`config.mk`:
```
export PLATFORM = sky130hd
export DESIGN_NAME = signed_seg_display
export DESIGN_NICKNAME = d
export VERILOG_FILES = /design/src/rtl/signed_seg_display.sv
export SDC_FILE = /design/constraint.sdc
export NUM_CORES = 1
export LEC_CHECK = 0
export ABC_AREA = 1
export BUFFER_PORTS_ARGS = -buffer_cell sky130_fd_sc_hd__buf_2
export CAP_MARGIN = 40
export CORE_AREA = 2 2 67 69
export DETAILED_ROUTE_END_ITERATION = 8
export DIE_AREA = 0 0 69 71
export PLACE_DENSITY = 0.58
export SLEW_MARGIN = 15
export SYNTH_ARGS = -nofsm -noshare
export SYNTH_HDL_FRONTEND = slang
export SYNTH_SLANG_ARGS = --single-unit
```
`constraint.sdc`:
```
create_clock -name clk -period 3.6 [get_ports clk]
set_clock_uncertainty 0.1 [all_clocks]
set_input_delay 0.72 -clock clk [delete_from_list [all_inputs] [get_ports clk]]
set_output_delay 0.72 -clock clk [all_outputs]
set_load 0.05 [all_outputs]
```
`src/rtl/signed_seg_display.sv`:
```
// Shows a latched 4-bit two's-complement value in sign-magnitude form on a
// 4-digit common-anode 7-segment display, time-multiplexed by a refresh counter.
module signed_seg_display #(
  parameter int REFRESH_DIV = 100000
) (
  input  logic       clk,
  input  logic       reset,
  input  logic [3:0] value,
  input  logic       load,
  input  logic       disp_en,
  output logic [6:0] seg,
  output logic [3:0] an,
  output logic       dp
);

  localparam int             CW      = $clog2(REFRESH_DIV);
  localparam logic [CW-1:0]  CNT_MAX = CW'(REFRESH_DIV - 1);
  localparam logic [6:0]     SEG_OFF = 7'h7F;
  localparam logic [6:0]     SEG_MIN = 7'b0111111;

  typedef enum logic [1:0] {
    DIG0 = 2'd0,
    DIG1 = 2'd1,
    DIG2 = 2'd2,
    DIG3 = 2'd3
  } state_t;

  state_t             state_q, state_d;
  logic [CW-1:0]      cnt_q, cnt_d;
  logic signed [3:0]  hold_q, hold_d;
  logic [6:0]         seg_q, seg_d;
  logic [3:0]         an_scan_q, an_scan_d;
  logic [3:0]         an_q, an_d;

  logic               tick;
  logic               neg;
  logic [3:0]         hold_u;
  logic [3:0]         mag;

  function automatic logic [6:0] glyph(input logic [3:0] m);
    case (m)
      4'd0:    glyph = 7'b1000000;
      4'd1:    glyph = 7'b1111001;
      4'd2:    glyph = 7'b0100100;
      4'd3:    glyph = 7'b0110000;
      4'd4:    glyph = 7'b0011001;
      4'd5:    glyph = 7'b0010010;
      4'd6:    glyph = 7'b0000010;
      4'd7:    glyph = 7'b1111000;
      4'd8:    glyph = 7'b0000000;
      default: glyph = SEG_OFF;
    endcase
  endfunction

  function automatic logic [3:0] anode(input state_t s);
    case (s)
      DIG0:    anode = 4'b1110;
      DIG1:    anode = 4'b1101;
      DIG2:    anode = 4'b1011;
      default: anode = 4'b0111;
    endcase
  endfunction

  function automatic logic [6:0] digit_seg(input state_t s, input logic n,
                                           input logic [3:0] m);
    case (s)
      DIG0:    digit_seg = glyph(m);
      DIG1:    digit_seg = n ? SEG_MIN : SEG_OFF;
      default: digit_seg = SEG_OFF;
    endcase
  endfunction

  // Sign/magnitude; -8 negates to 4'b1000, which reads as unsigned 8.
  always_comb begin
    hold_u = hold_q;
    neg    = hold_u[3];
    mag    = neg ? (~hold_u + 4'd1) : hold_u;
  end

  always_comb begin
    tick   = (cnt_q == CNT_MAX);
    cnt_d  = tick ? '0 : cnt_q + CW'(1);
    hold_d = load ? $signed(value) : hold_q;
  end

  always_comb begin
    state_d = state_q;
    if (tick) begin
      case (state_q)
        DIG0:    state_d = DIG1;
        DIG1:    state_d = DIG2;
        DIG2:    state_d = DIG3;
        default: state_d = DIG0;
      endcase
    end
  end

  // Glyph and anode are sampled only on a tick, from the pre-load hold value;
  // disp_en masks the registered anodes without disturbing the scan.
  always_comb begin
    seg_d     = seg_q;
    an_scan_d = an_scan_q;
    if (tick) begin
      seg_d     = digit_seg(state_d, neg, mag);
      an_scan_d = anode(state_d);
    end
    an_d = disp_en ? an_scan_d : 4'hF;
  end

  always_ff @(posedge clk) begin
    if (reset) begin
      state_q   <= DIG0;
      cnt_q     <= '0;
      hold_q    <= '0;
      seg_q     <= SEG_OFF;
      an_scan_q <= 4'hF;
      an_q      <= 4'hF;
    end else begin
      state_q   <= state_d;
      cnt_q     <= cnt_d;
      hold_q    <= hold_d;
      seg_q     <= seg_d;
      an_scan_q <= an_scan_d;
      an_q      <= an_d;
    end
  end

  assign seg = seg_q;
  assign an  = an_q;
  assign dp  = 1'b1;

endmodule

```
; Word-level counts from Yosys, hierarchy flattened
; Memories as Yosys holds them, arrays and structs flattened.
; Index checks and enable logic that the tools add are counted.
[word_totals]
regBits = 38
mem_bits_ro = 112
in_bits = 8
output_inout_bits = 12
wordCells = 27
n_memories = 1
[op_classes]
addsub = 2
eq_ne = 5
muxes = 7
n_bitwise = 2
n_reduce_logical = 4
[memory_table]
columns = name, words, width, read_ports, rd_clocked_by_memory_dff, wr, line_no
row1 = (name not given), 16, 7, 1, 0, 0, 41  ; case (m)
[op_table]
columns = operator, n
row1 = $add A17 B1 Y17 const B, 1
row2 = $eq A17 B17 Y1 const B, 1
row3 = $pmux W7 S2, 1
row4 = $pmux W4 S3, 1
row5 = $mux W4, 2
row6 = $mux W7, 1
row7 = $pmux W2 S3, 1
row8 = $add A4 B1 Y4 const B, 1
row9 = $eq A2 B1 Y1 const B, 2
row10 = $eq A2 B2 Y1 const B, 2
row11 = $logic_not A2 Y1, 2
row12 = $not A4 Y4, 1
row13 = $reduce_or A2 Y1, 2
row14 = $mux W2, 1
row15 = $not A1 Y1, 1

; Logic depth before layout (Yosys ltp)
; Gate-level depths: netlist of the first run.
[depth]
word_depth = 6
mapped_depth = 13

; Worst setup path after synthesis of the first run
; No wires, ideal clock.
[synth_timing]
path_kind = in2reg
start = in reset
end = reg cnt_q[8]
setup_time_ns = 0.116
t_arrival_ns = 1.510
required_time_ns = 3.384
setup_slack_ns = 1.874
cell_stages = 5
path_buffers = 2
cell_sequence = clkbuf_1 inv_1 nand2_1 buf_4 nor3_1
[synth_between]
elab_chain_len = 1
[synth_lines]
columns = element, line_no
row1 = "start, declared", 7  ; input logic reset,
row2 = $reduce_or A2 Y1 (no line), n/a
row3 = "end signal, assigned", 120  ; cnt_q <= cnt_d;
row4 = "end, declared", 29  ; logic [CW-1:0] cnt_q, cnt_d;
; No other way between the ends.
; A chain may end at the register's enable or synchronous reset.

; Final worst setup path of the first run
[layout_timing]
start = reg cnt_q[0]
end = reg cnt_q[9]
[layout_between]
elab_chain_len = 2
word_cells_on_any_way = 3
cone_classes = add/sub: 1 / eq/ne: 1 / reduce/logical: 1
[layout_lines]
columns = element
row1 = "parallel branches: the longest is 2 deep, another holds $add A17 B1 Y17"
; Several ways; the timed one is not identified.

==> results of run 1 <==
per-stage QoR:
stage                     utilization, %  instances
final                               49.9        329
after global routing                49.9        329
after CTS                           49.9        329
after detailed placement            46.5        321
after global placement              46.5        321
after floorplan                        -        254
flip-flops by register name, indices dropped and copies added (netlist names):
| register | flops |
|---|---|
| an_scan_q | 4 |
| state_q | 2 |
| seg | 7 |
| hold_q | 4 |
| an | 4 |
| cnt_q | 17 |
layout make-up:
type                       instances  area share, %
clock buffer                       6           3.94
tap                               52           3.10
multi-input combinational        175           42.7
inverter                          38           6.86
timing repair buffer              18           4.30
sequential                        38           36.3
clock inverter                     2           2.86
worst max-delay path by stage:
stage | start | end | cells past startpoint
5_1_grt | cnt_q[0] | cnt_q[9] | 8
6_report | cnt_q[0] | cnt_q[9] | 8
4_1_cts | cnt_q[0] | cnt_q[9] | 8
2_1_floorplan | reset | cnt_q[8] | 5
3_3_place_gp | reset | cnt_q[14] | 6
3_5_place_dp | reset | cnt_q[9] | 6
layer usage:
layer / up-vias / part of all wire (%) / track usage (%)
met5: - / 0 / 0
met4: 0 / 2.0 / 7.19
met3: 6 / 3.0 / 4.27
met2: 20 / 42 / 24.7
met1: 664 / 53 / 22.2
li1: 860 / - / -
Yosys cell counts, drive strengths merged:
library cell	instances	share of area (%)
or2	2	0.69
nor2	35	8.5
nor4	2	0.69
and3	1	0.34
nor3	5	1.4
xor2	1	0.48
nand3	21	6.7
xnor2	1	0.48
buf	2	0.83
inv	36	7.4
dfxtp	38	42
nand3b	2	0.83
ha	4	2.8
nor3b	1	0.41
o21a	1	0.41
clkbuf	1	0.21
nand4	3	1.0
nand2	52	11
clkinv	2	0.48
o21ai	17	5.7
conb	1	0.21
a21oi	26	7.2
logic make-up (layout without fill, tap and decap cells):
logic type,Yosys count,in the layout,synth area share [%]
and+or+nand+nor,124,124,32.0
adders and majority gates,4,4,2.75
xor gates and xnor gates,2,2,0.964
buffers and inverters,41,64,8.95
DFF,38,38,41.8
AOI/OAI and AO/OA,44,44,13.3
other,1,1,0.206
worst max-delay path: stages, from the launching register on:
cell	delay, ns
sky130_fd_sc_hd__dfxtp_1	0.35
sky130_fd_sc_hd__ha_1	0.17
sky130_fd_sc_hd__nand2_1	0.10
sky130_fd_sc_hd__nor2_4	0.17
sky130_fd_sc_hd__nand3_4	0.16
sky130_fd_sc_hd__nand2_1	0.42
sky130_fd_sc_hd__inv_1	0.21
sky130_fd_sc_hd__o21ai_0	0.13
sky130_fd_sc_hd__a21oi_1	0.06
power breakdown:
part	switching, mW	internal, mW
Sequential	0.00337	0.426
Combinational	0.0334	0.0157
Clock	0.156	0.296
==> reports/metrics.json, run 1 <==
{
  "result_of_the_run": {"value": "finished, final reports clean"},
  "grt_max_degree": {"value": 16},
  "root_buffer_cell": {"value": "sky130_fd_sc_hd__clkbuf_8"},
  "cts_made_buffers": {"value": 5},
  "place.detailed.hpwl": {"value": 2630, "unit": "um"},
  "ff2ff_path_depth": {"value": 8},
  "pin_count": {"value": 20},
  "synth.ff_latch_count": {"value": 38},
  "ctsResizeCount": {"value": 0},
  "worst_hold_slack": {"value": 0.354, "unit": "ns"},
  "final_count_of_pins_violating_max_slew": {"value": 0},
  "vias_per_cell": {"value": 4.71},
  "clock_insertion_delay_worst_skew": {"value": 0.29, "unit": "ns"},
  "critical_path.max_fanout": {"value": 15},
  "timing.reg2reg.setup_slack": {"value": 1.63, "unit": "ns"},
  "final-seq-area": {"value": 761, "unit": "um2"},
  "cts_max_path_buffers": {"value": 2},
  "worstHoldPathCells": {"value": 1},
  "drt_first_iter_violations": {"value": 97},
  "cp_data_required_time": {"value": 3.68, "unit": "ns"},
  "slew-limit-headroom": {"value": 51.7, "unit": "%"},
  "postLayoutCellArea": {"value": 2100, "unit": "um2"},
  "rsz0062_at_grt": {"value": "false"},
  "antennaDiodeCount": {"value": 0},
  "final_layout_size_suffix_gt1_share": {"value": 16.6, "unit": "%"},
  "final.fill_count": {"value": 449},
  "drc": {"value": 0},
  "rr_startpoint": {"value": "cnt_q[0]"},
  "cts.htree.levels": {"value": 2},
  "yosysWarningCount": {"value": 0},
  "setup_tns": {"value": 0, "unit": "ns"},
  "vias_post_dr": {"value": 1550},
  "timing_worst_setup_path_type": {"value": "flop to flop"},
  "layout_commonest_cell": {"value": "sky130_fd_sc_hd__nand2_1"},
  "dieHeight": {"value": 71, "unit": "um"},
  "end_kind": {"value": "flop"},
  "post_drt_wl_per_cell": {"value": 10.6, "unit": "um"},
  "worst_setup_path_start_kind": {"value": "flop"},
  "cts_hold_buffers": {"value": 0},
  "count_of_buffers_added_by_post_cts_timing_repair_for_setup": {"value": 0},
  "placementRows": {"value": 24},
  "gr-usage-all-layers": {"value": 16.4, "unit": "%"},
  "area.growth.synth_to_final": {"value": 15.3, "unit": "%"},
  "reg2reg_to": {"value": "cnt_q[9]"},
  "wl": {"value": 3500, "unit": "um"},
  "worst_setup_hold_path_clk_slew": {"value": 0.07, "unit": "ns"},
  "overflow": {"value": 0},
  "area_of_the_placeable_core": {"value": 4200, "unit": "um2"},
  "power.ir.vdd_worst": {"value": 277, "unit": "uV"},
  "io_buffer_count": {"value": 18},
  "power-per-cell-area": {"value": 444, "unit": "nW/um2"},
  "worstPathArrival": {"value": 2.06, "unit": "ns"},
  "synth.lib_cells_used.distinct": {"value": 32},
  "final.period_utilization": {"value": 54.8, "unit": "%"},
  "most_used_cells_in_the_layout_excluding_fill_and_tap_cells": {"value": "sky130_fd_sc_hd__nand2_1, sky130_fd_sc_hd__dfxtp_1, sky130_fd_sc_hd__inv_1"},
  "syn-instance-count": {"value": 254},
  "start_util": {"value": 43.2, "unit": "%"},
  "nNetsFinal": {"value": 288},
  "avgSynthCellArea": {"value": 7.16, "unit": "um2"},
  "p_total": {"value": 0.930, "unit": "mW"},
  "multiInputGateArea": {"value": 895, "unit": "um2"},
  "final.setup.worst_slack": {"value": 1.63, "unit": "ns"},
  "syn_area": {"value": 1820, "unit": "um2"},
  "finalHoldViolCount": {"value": 0},
  "synth.net_count": {"value": 266},
  "min-delay-path-class": {"value": "flop to flop"},
  "hold_end": {"value": "cnt_q[0]"},
  "detailed_place.area": {"value": 1950, "unit": "um2"},
  "p_leak": {"value": 0.857, "unit": "nW"},
  "cts_tree": {"value": "done"},
  "dpl_worst_slack": {"value": 1.44, "unit": "ns"},
  "setup_viol": {"value": 0},
  "worstMarginPinSlew": {"value": 0.718, "unit": "ns"},
  "globalplace.congestion": {"value": 0.793},
  "timing.max_cap.violations": {"value": 0},
  "cts.sink_count": {"value": 38},
  "number_of_global_route_vias_before_repair": {"value": 1493},
  "layout_min_cycle_time": {"value": 1.97, "unit": "ns"},
  "min-delay-start": {"value": "cnt_q[0]"},
  "max_freq": {"value": 507, "unit": "MHz"},
  "drtAntennaViolNets": {"value": 0},
  "die_w": {"value": 69, "unit": "um"},
  "antenna_found_initial": {"value": 0},
  "share_of_synthesized_area_occupied_by_flip_flops_and_latches": {"value": 41.8, "unit": "%"},
  "grt_first_pass_wirelength": {"value": 6520, "unit": "um"},
  "detailed_routing_iterations_pass_1": {"value": 4},
  "die-area": {"value": 4900, "unit": "um2"}
}
Note: power is estimated with default switching activity, not from simulation.
==> run 2: changes to the inputs <==
==> constraint.sdc (replaced) <==
create_clock -name clk -period 2.1 [get_ports clk]
set_clock_uncertainty 0.1 [all_clocks]
set_input_delay 0.42 -clock clk [delete_from_list [all_inputs] [get_ports clk]]
set_output_delay 0.42 -clock clk [all_outputs]
set_load 0.05 [all_outputs]
==> reports/metrics.json, run 2 (synthesized netlist as in run 1, its figures left out) <==
{
  "vias_per_cell": {"value": 4.75, "change": "+0.81%"},
  "cts.sink_count": {"value": 38, "change": "unchanged"},
  "timing.max_cap.violations": {"value": 0, "change": "unchanged"},
  "vias_post_dr": {"value": 1572, "change": "+1.4%"},
  "cts.htree.levels": {"value": 2, "change": "unchanged"},
  "cp_data_required_time": {"value": 2.19, "unit": "ns", "change": "-1.49 ns"},
  "worstPathArrival": {"value": 1.89, "unit": "ns", "change": "-0.17 ns"},
  "timing.critical_path.mode_cell": {"value": "sky130_fd_sc_hd__nand2_1"},
  "finalHoldViolCount": {"value": 0, "change": "unchanged"},
  "wl": {"value": 3470, "unit": "um", "change": "-0.71%"},
  "clock_insertion_delay_worst_skew": {"value": 0.29, "unit": "ns", "change": "about the same"},
  "min-delay-start": {"value": "value[3]"},
  "critical_path.top_delay_family": {"value": "simple AND/OR/NAND/NOR gates"},
  "cts_hold_buffers": {"value": 0, "change": "unchanged"},
  "antennaDiodeCount": {"value": 0, "change": "unchanged"},
  "dieHeight": {"value": 71, "unit": "um", "change": "unchanged"},
  "crit_path_top_delay_cell": {"value": "sky130_fd_sc_hd__dfxtp_1"},
  "rr_startpoint": {"value": "hold_q[0]"},
  "start_util": {"value": 43.2, "unit": "%", "change": "unchanged"},
  "cts_made_buffers": {"value": 5, "change": "unchanged"},
  "die_w": {"value": 69, "unit": "um", "change": "unchanged"},
  "place.detailed.hpwl": {"value": 2650, "unit": "um", "change": "+0.49%"},
  "drtAntennaViolNets": {"value": 0, "change": "unchanged"},
  "critPathLaunch": {"value": "hold_q[0]"},
  "root_buffer_cell": {"value": "sky130_fd_sc_hd__clkbuf_8"},
  "wirelength_met1": {"value": 1810, "unit": "um", "change": "-3.2%"},
  "max_freq": {"value": 555, "unit": "MHz", "change": "+9.6%"},
  "area_of_the_placeable_core": {"value": 4200, "unit": "um2", "change": "unchanged"},
  "result_of_the_run": {"value": "finished, final reports clean"},
  "power-per-cell-area": {"value": 755, "unit": "nW/um2", "change": "+70%"},
  "io_buffer_count": {"value": 18, "change": "unchanged"},
  "placementRows": {"value": 24, "change": "unchanged"},
  "final_count_of_pins_violating_max_slew": {"value": 0, "change": "unchanged"},
  "p_leak": {"value": 0.867, "unit": "nW", "change": "+1.2%"},
  "gr-usage-all-layers": {"value": 15.5, "unit": "%", "change": "-0.93 points"},
  "final.period_utilization": {"value": 85.8, "unit": "%", "change": "+31 points"},
  "detailroute.wirelength.met2": {"value": 1480, "unit": "um", "change": "+1.4%"},
  "top_signal_layer_used": {"value": "met4"},
  "die-area": {"value": 4900, "unit": "um2", "change": "unchanged"},
  "cts_max_path_buffers": {"value": 2, "change": "unchanged"},
  "final_layout_size_suffix_gt1_share": {"value": 17.2, "unit": "%", "change": "+0.60 points"},
  "drt_first_iter_violations": {"value": 87, "change": "-10%"},
  "critical_path.max_fanout": {"value": 5, "change": "-10"},
  "setup_tns": {"value": 0, "unit": "ns", "change": "unchanged"},
  "overflow": {"value": 0, "change": "unchanged"},
  "worst_setup_hold_path_clk_slew": {"value": 0.08, "unit": "ns", "change": "about the same"},
  "grt_first_pass_wirelength": {"value": 6070, "unit": "um", "change": "-6.9%"},
  "p_total": {"value": 1.59, "unit": "mW", "change": "+71%"},
  "min-delay-path-class": {"value": "input port to flop"},
  "wl_met3": {"value": 125, "unit": "um", "change": "+20%"},
  "worst_setup_path_start_kind": {"value": "flop"},
  "grt_max_degree": {"value": 15, "change": "-1"},
  "detailed_routing_iterations_pass_1": {"value": 4, "change": "unchanged"},
  "cts_tree": {"value": "done"},
  "rsz0062_at_grt": {"value": "false"},
  "setup_viol": {"value": 0, "change": "unchanged"},
  "globalplace.congestion": {"value": 0.813, "change": "+2.5%"},
  "longest_individual_stage_delay_on_the_worst_path": {"value": 0.35, "unit": "ns", "change": "-0.07 ns"},
  "pin_count": {"value": 20, "change": "unchanged"},
  "count_of_buffers_added_by_post_cts_timing_repair_for_setup": {"value": 0, "change": "unchanged"},
  "worst_hold_slack": {"value": 0.305, "unit": "ns", "change": "-0.0491 ns"},
  "layout_commonest_cell": {"value": "sky130_fd_sc_hd__nand2_1"},
  "crit_chain": {"value": "inv_1 -> ha_1 -> nand2_1 -> o21ai_1 -> nor2_1 -> nand2_1 -> nand2_1 -> o21ai_0 -> nand2_1 -> nand2_1 -> nand2_1 -> nand2_1"},
  "nNetsFinal": {"value": 290, "change": "+0.69%"},
  "power.ir.vdd_worst": {"value": 399, "unit": "uV", "change": "+44%"},
  "regMostFlops": {"value": "cnt_q"},
  "antenna_found_initial": {"value": 0, "change": "unchanged"},
  "ctsResizeCount": {"value": 0, "change": "unchanged"},
  "layout_min_cycle_time": {"value": 1.80, "unit": "ns", "change": "-0.172 ns"},
  "end_kind": {"value": "flop"},
  "drc": {"value": 0, "change": "unchanged"},
  "post_drt_wl_per_cell": {"value": 10.5, "unit": "um", "change": "-1.3%"},
  "area.growth.synth_to_final": {"value": 16.2, "unit": "%"},
  "worst_path_buffer_plus_inverter_count": {"value": 1, "change": "unchanged"},
  "max_reg_flops": {"value": 17, "change": "unchanged"},
  "number_of_global_route_vias_before_repair": {"value": 1417, "change": "-5.1%"},
  "timing_worst_setup_path_type": {"value": "flop to flop"},
  "most_used_cells_in_the_layout_excluding_fill_and_tap_cells": {"value": "sky130_fd_sc_hd__nand2_1, sky130_fd_sc_hd__dfxtp_1, sky130_fd_sc_hd__inv_1"}
}
run 2: cell types whose count changed in the layout (fill, tap and decap cells not counted), sizes merged:
cell  previous run  this run
buf             18        20
run 2: power breakdown:
group | internal, mW | total [mW] | leakage, nW | switching, mW
Sequential | 0.730 | 0.736 | 0.308 | 0.00559
Combinational | 0.0283 | 0.0858 | 0.487 | 0.0576
Clock | 0.507 | 0.772 | 0.0714 | 0.265
Total | 1.27 | 1.59 | 0.867 | 0.329
run 2: tightest hold or removal path: cells and delay by family:
kind | cells | cell delay [ns]
compound gates | 2 | 0.17
buf+inv | 1 | 0.07
run 2: path summary, 6_finish.rpt:
check	to	slack [ns]	depth (start not counted)
setup reg to reg	seg[6]	0.30	12
hold reg to reg	cnt_q[0]	0.35	1
setup / recovery	seg[6]	0.30	12
hold / removal	hold_q[3]	0.30	3
run 2: area by class of cell:
cell class	count	area [um2]
flip-flops and latches	38	761
clock inverters	2	60.1
fillers	432	2090
inverters	38	144
well taps	52	65.1
multi-input cells	175	895
clock buffers	6	82.6
repair buffers	20	105
run 2: per-layer routing:
metal | global-route usage, % | vias up
met5 | 0 | -
met4 | 7.19 | 0
met3 | 3.85 | 5
met2 | 24.1 | 18
met1 | 20.2 | 688
li1 | - | 861
run 2: per-stage QoR:
stage               cells  setup slack (ns)  utilization, %  cell area (um2)
floorplan             254             0.461               -             1820
global placement      323             0.310            46.8             1970
detailed placement    323             0.303            46.8             1970
CTS                   331             0.291            50.2             2110
global route          331            0.0916            50.2             2110
finish                331             0.299            50.2             2110
